### src/rtl/serv_bus_arb.sv
// serv_bus_arb: merges the SERV instruction and data buses onto one registered memory-side port.
// Optional watchdog is built when SERV_BUS_ARB_TIMEOUT_EN is defined.
module serv_bus_arb #(
  parameter int TIMEOUT_W = 8
) (
  input  logic        clk,
  input  logic        i_rst_n,
  input  logic [31:0] i_ibus_adr,
  input  logic        i_ibus_cyc,
  output logic [31:0] o_ibus_rdt,
  output logic        o_ibus_ack,
  input  logic [31:0] i_dbus_adr,
  input  logic [31:0] i_dbus_dat,
  input  logic [3:0]  i_dbus_sel,
  input  logic        i_dbus_we,
  input  logic        i_dbus_cyc,
  output logic [31:0] o_dbus_rdt,
  output logic        o_dbus_ack,
  output logic [31:0] o_wb_adr,
  output logic [31:0] o_wb_dat,
  output logic [3:0]  o_wb_sel,
  output logic        o_wb_we,
  output logic        o_wb_cyc,
  input  logic [31:0] i_wb_rdt,
  input  logic        i_wb_ack,
  output logic        o_err
);

  typedef enum logic [1:0] {
    ST_IDLE    = 2'd0,
    ST_GRANT   = 2'd1,
    ST_RELEASE = 2'd2
  } state_t;

  state_t      state_r;
  state_t      state_next_s;
  logic        last_d_r;
  logic        last_d_next_s;
  logic        gnt_d_r;
  logic        gnt_d_next_s;
  logic        pick_d_s;
  logic        tmo_s;
  logic        done_s;
  logic [31:0] rdt_sel_s;
  logic [31:0] wb_adr_next_s;
  logic [31:0] wb_dat_next_s;
  logic [3:0]  wb_sel_next_s;
  logic        wb_we_next_s;
  logic        wb_cyc_next_s;
  logic [31:0] ibus_rdt_next_s;
  logic        ibus_ack_next_s;
  logic [31:0] dbus_rdt_next_s;
  logic        dbus_ack_next_s;

  // Tie-break: a lone requester wins, otherwise the master not served last.
  always_comb begin
    if (i_ibus_cyc && i_dbus_cyc) begin
      pick_d_s = ~last_d_r;
    end else begin
      pick_d_s = i_dbus_cyc;
    end
  end

  assign done_s    = i_wb_ack | tmo_s;
  assign rdt_sel_s = i_wb_ack ? i_wb_rdt : 32'h0000_0000;

  // Next-state and next-output logic for the arbitration FSM.
  always_comb begin
    state_next_s    = state_r;
    last_d_next_s   = last_d_r;
    gnt_d_next_s    = gnt_d_r;
    wb_adr_next_s   = o_wb_adr;
    wb_dat_next_s   = o_wb_dat;
    wb_sel_next_s   = o_wb_sel;
    wb_we_next_s    = o_wb_we;
    wb_cyc_next_s   = o_wb_cyc;
    ibus_rdt_next_s = o_ibus_rdt;
    ibus_ack_next_s = 1'b0;
    dbus_rdt_next_s = o_dbus_rdt;
    dbus_ack_next_s = 1'b0;
    case (state_r)
      ST_IDLE: begin
        if (i_ibus_cyc || i_dbus_cyc) begin
          gnt_d_next_s  = pick_d_s;
          wb_cyc_next_s = 1'b1;
          state_next_s  = ST_GRANT;
          if (pick_d_s) begin
            wb_adr_next_s = i_dbus_adr;
            wb_dat_next_s = i_dbus_dat;
            wb_sel_next_s = i_dbus_sel;
            wb_we_next_s  = i_dbus_we;
          end else begin
            wb_adr_next_s = i_ibus_adr;
            wb_dat_next_s = 32'h0000_0000;
            wb_sel_next_s = 4'hF;
            wb_we_next_s  = 1'b0;
          end
        end else begin
          state_next_s = ST_IDLE;
        end
      end
      ST_GRANT: begin
        if (done_s) begin
          wb_cyc_next_s = 1'b0;
          last_d_next_s = gnt_d_r;
          state_next_s  = ST_RELEASE;
          if (gnt_d_r) begin
            dbus_ack_next_s = 1'b1;
            dbus_rdt_next_s = rdt_sel_s;
          end else begin
            ibus_ack_next_s = 1'b1;
            ibus_rdt_next_s = rdt_sel_s;
          end
        end else begin
          state_next_s = ST_GRANT;
        end
      end
      ST_RELEASE: begin
        state_next_s = ST_IDLE;
      end
      default: begin
        state_next_s  = ST_IDLE;
        wb_cyc_next_s = 1'b0;
      end
    endcase
  end

  // State and registered outputs; reset drops any in-flight transfer.
  always_ff @(posedge clk or negedge i_rst_n) begin
    if (!i_rst_n) begin
      state_r    <= ST_IDLE;
      last_d_r   <= 1'b1;
      gnt_d_r    <= 1'b0;
      o_wb_adr   <= 32'h0000_0000;
      o_wb_dat   <= 32'h0000_0000;
      o_wb_sel   <= 4'h0;
      o_wb_we    <= 1'b0;
      o_wb_cyc   <= 1'b0;
      o_ibus_rdt <= 32'h0000_0000;
      o_ibus_ack <= 1'b0;
      o_dbus_rdt <= 32'h0000_0000;
      o_dbus_ack <= 1'b0;
    end else begin
      state_r    <= state_next_s;
      last_d_r   <= last_d_next_s;
      gnt_d_r    <= gnt_d_next_s;
      o_wb_adr   <= wb_adr_next_s;
      o_wb_dat   <= wb_dat_next_s;
      o_wb_sel   <= wb_sel_next_s;
      o_wb_we    <= wb_we_next_s;
      o_wb_cyc   <= wb_cyc_next_s;
      o_ibus_rdt <= ibus_rdt_next_s;
      o_ibus_ack <= ibus_ack_next_s;
      o_dbus_rdt <= dbus_rdt_next_s;
      o_dbus_ack <= dbus_ack_next_s;
    end
  end

`ifdef SERV_BUS_ARB_TIMEOUT_EN
  // Counter value seen on the last unacked GRANT cycle before the watchdog fires.
  localparam logic [TIMEOUT_W-1:0] TMO_LAST = TIMEOUT_W'((64'd1 << TIMEOUT_W) - 64'd2);

  logic [TIMEOUT_W-1:0] tmo_cnt_r;

  assign tmo_s = (state_r == ST_GRANT) && !i_wb_ack && (tmo_cnt_r == TMO_LAST);

  // Watchdog counter: zero outside GRANT, counts GRANT cycles.
  always_ff @(posedge clk or negedge i_rst_n) begin
    if (!i_rst_n) begin
      tmo_cnt_r <= {TIMEOUT_W{1'b0}};
    end else if (state_r == ST_GRANT) begin
      tmo_cnt_r <= tmo_cnt_r + TIMEOUT_W'(1);
    end else begin
      tmo_cnt_r <= {TIMEOUT_W{1'b0}};
    end
  end

  // Sticky error flag set by a watchdog termination.
  always_ff @(posedge clk or negedge i_rst_n) begin
    if (!i_rst_n) begin
      o_err <= 1'b0;
    end else begin
      o_err <= o_err | tmo_s;
    end
  end
`else
  logic [TIMEOUT_W-1:0] unused_tmo_s;

  assign unused_tmo_s = {TIMEOUT_W{1'b0}};
  assign tmo_s        = 1'b0;
  assign o_err        = 1'b0;
`endif

endmodule
### config.mk
export PLATFORM = sky130hd
export DESIGN_NAME = serv_bus_arb
export DESIGN_NICKNAME = d
export VERILOG_FILES = /design/src/rtl/serv_bus_arb.sv
export SDC_FILE = /design/constraint.sdc
export NUM_CORES = 1
export LEC_CHECK = 0
export ABC_AREA = 1
export CAP_MARGIN = 20
export CORE_UTILIZATION = 46
export CTS_BUF_LIST = sky130_fd_sc_hd__clkbuf_2 sky130_fd_sc_hd__clkbuf_4 sky130_fd_sc_hd__clkbuf_8
export CTS_CLUSTER_DIAMETER = 120
export DETAILED_ROUTE_END_ITERATION = 10
export HOLD_SLACK_MARGIN = 0.08
export MAX_ROUTING_LAYER = met4
export PLACE_DENSITY_LB_ADDON = 0.05
export SLEW_MARGIN = 25
export SYNTH_ARGS = -nofsm -noshare
export SYNTH_HDL_FRONTEND = slang
export SYNTH_SLANG_ARGS = --single-unit
### constraint.sdc
create_clock -name clk -period 1.75 [get_ports clk]
set_input_delay 0.35 -clock clk [delete_from_list [all_inputs] [get_ports clk]]
set_output_delay 0.35 -clock clk [all_outputs]
set_load 0.02 [all_outputs]
==> qor.txt <==
antenna violations before repair: 0
Chip Width: 115.7 um
maximum buffer depth of the clock tree: 2
Post-DP Area: 8920 um2
number of max-slew violations in the final report: 0
source-to-sink clock delay at the later pin of the worst-skew pair: 440 ps
largest area contributor in the synthesized netlist: dfrtp_1
portion of the clock cycle consumed by the worst path in the final layout: 87.93%
synthesized-area fraction occupied by and/or/nand/nor cells: 24.06%
via count of the first global-routing pass: 5,355
routed len/inst: 14.33 um
Post-synth EDFFs: 0
largest fanout of any net on the critical path: 2
Row Count: 41
# nets final: 1,113
peak supply drop: 0.9127 mV
HPWL after detailed placement: 12.16 mm
Clock Pin Slew Worst Setup and Hold Paths: 70 ps
clock tree root buffer cell: clkbuf_8
I/O pin count: 275
final antenna-violating net count: 0
DRC violations left: 0
die area: 13,390 um2
longest individual stage delay on the worst path: 410 ps
number of distinct library cells after synthesis: 21
XOR/XNOR Fraction of Synth Area: 0%
leakage: 5.108 nW
Yosys top cell area share: 58.48%
number of endpoints with negative hold slack in the final report: 0
ordered cell list for the critical path: dlygate4sd2_1
fraction of final layout cells sized beyond drive strength 1: 6.275%
TritonCTS clock tree: yes
Compound-Gate Fraction of Synth Area: 6.374%
total power draw: 15.61 mW
PD cells: 1697 nW/um2
initial core utilization: 47.13%
largest family of logic cells by synthesized area: simple AND/OR/NAND/NOR gates
kind of critical path: flip-flop to output port
number of clock sinks: 140
placer's final routability congestion estimate: 0.8174
kind of start point of the critical path: flip-flop
Cell Area, Synth: 5948 um2
most repeated cell in the gate-level netlist after synthesis: nand2_1
Setup WS pre-CTS: -19.95 ps
launch point of the worst path: o_wb_adr[13]
fill cell total of the finished layout: 1,014
post-synthesis register bit count: 140
count of buffers from port buffering: 273
cell with the largest stage delay on the worst path: dfrtp_1
number of standard cells after synthesis: 705
Max Freq: 649.8 MHz
core region area: 12,620 um2
final routed wirelength across all metal layers: 16.62 mm
Post-CTS Setup Inserts: 0
maximum number of pins on one net before global-route repair: 66
kind of end point of the critical path: output port
warning count from the yosys run: 0
average cell area after synthesis: 8.437 um2
Adder-Cell Fraction of Synth Area: 0%
signal arrival time at the worst endpoint: 1190 ps
drt initial violations: 438
worst min-delay path class: primary input to async pin
RSZ-0062 raised after global routing: false
overall die height: 115.7 um
via/cell ratio: 4.802
Layout Area Growth over Synthesis: 54.73%
via count: 5,570
number of levels the H-tree was split into: 4
router iterations before antenna repair: 5
final-report setup violation count: 0
largest delay contributor family on the critical path: flip-flops
run status: finished clean
number of max-cap violations: 0
setup slack after layout: 211.2 ps
final critical-path required period: 1539 ps
fraction of synthesis flops using an asynchronous set or reset pin: 100.0%
predominant post-synthesis flop cell: dfrtp_1
worst reg2reg startpoint: last_d_r
final global-route overflow total: 0
data required time at the worst endpoint: 1400 ps
Core Util, Final: 72.93%
CTS buffer count: 17
mux cell area share after synthesis: 0%
Synth area leaders: dfrtp_1 58%, nand2_1 15%, nand3_1 8.2%
most instantiated cells after synthesis: 238 x nand2_1, 139 x dfrtp_1, 100 x inv_1
ANT cells: 0
global-route usage over all layers: 26.31%
net count after synthesis: 843
sequential cell area fraction in the yosys report: 58.92%
final worst clock skew: 8.909 ps
number of buffers and inverters on the critical path: 1
Design Area, Final: 9204 um2
first-pass GRT wire length: 25.88 mm
[cells in the final DEF (no fill, tap or decap)]
cell type          n
inv_1            100
a21oi_1            1
o21ai_0           51
buf_12             9
clkbuf_8          23
dlygate4sd2_1    136
o21ai_4            1
nor2_4             1
clkinv_2           3
dfstp_2            1
o21a_1             1
o21ai_1           19
buf_6              1
clkdlybuf4s50_1  136
clkbuf_4           3
conb_1             1
buf_4             11
bufinv_16          3
nand3_1           97
dlygate4sd3_1      1
nor2_1             6
dfrtp_1          139
nand4_1            1
nand2_2            3
inv_2              3
nand2_1          237
[state kept, by name (all words and copies together), names as in the netlist]
name / flops
o_wb_dat: 32
o_ibus_rdt: 32
last_d_r: 1
o_dbus_rdt: 32
gnt_d_r: 1
o_wb_adr: 32
state_r: 2
o_dbus_ack: 1
o_wb_sel: 4
o_ibus_ack: 1
o_wb_cyc: 1
o_wb_we: 1
[per-layer routing]
metal	global-route usage, %	vias up	wire length [um]
li1	-	2710	-
met1	30.87	2600	6591
met2	43.75	222	8442
met3	6.015	38	1155
met4	10.85	0	429
met5	-	-	0
[metrics by stage]
stage / cells / TNS (ps) / hold slack [ps]
2_1_floorplan: 705 / 0 / 54.41
3_3_place_gp: 1127 / 0 / 235.4
3_5_place_dp: 1127 / -138.7 / 239.7
4_1_cts: 1160 / 0 / 322.6
5_1_grt: 1160 / 0 / 347.2
6_report: 1160 / 0 / 336.8
[layout make-up]
type | count | area, um2 | share of cell area [%]
Clock buffer | 26 | 339.1 | 3.684
Clock inverter | 6 | 105.1 | 1.142
Inverter | 103 | 386.6 | 4.201
Multi-Input combinational cell | 419 | 1817 | 19.74
Sequential cell | 140 | 3505 | 38.08
Tap cell | 172 | 215.2 | 2.338
Timing Repair Buffer | 294 | 2836 | 30.82
[cells by family (layout without fill, tap and decap cells)]
logic type             count (synthesis)  after routing
AO/OA/AOI/OAI                         73             73
AND/OR/NAND/NOR                      345            345
buffers and inverters                146            429
flip-flops                           140            140
other                                  1              1
[power breakdown]
part	leakage (nW)	total [mW]	switching, mW	internal (mW)
Combinational	3.11	7.22	4.47	2.75
Sequential	1.76	5.56	0.801	4.76
Clock	0.233	2.83	1.15	1.68
Total	5.11	15.6	6.42	9.19
[worst paths after layout]
kind / end / slack (ps) / depth (start not counted)
hold reg to reg: o_wb_dat[3] / 470 / 2
max in group asynchronous: o_wb_adr[26] / 810 / 3
hold / removal: o_dbus_rdt[10] / 340 / 2
min in group clk: o_wb_dat[22] / 450 / 3
setup / recovery: o_wb_adr[13] / 210 / 1
setup reg to reg: o_wb_dat[5] / 420 / 6
[repair_timing]
item,CTS,global route
endpoints found under the setup margin,136,0
resized for setup,136,0
hold endpoints to repair,42,0
hold buffers,1,0
Power figures use the tool's default switching activity.
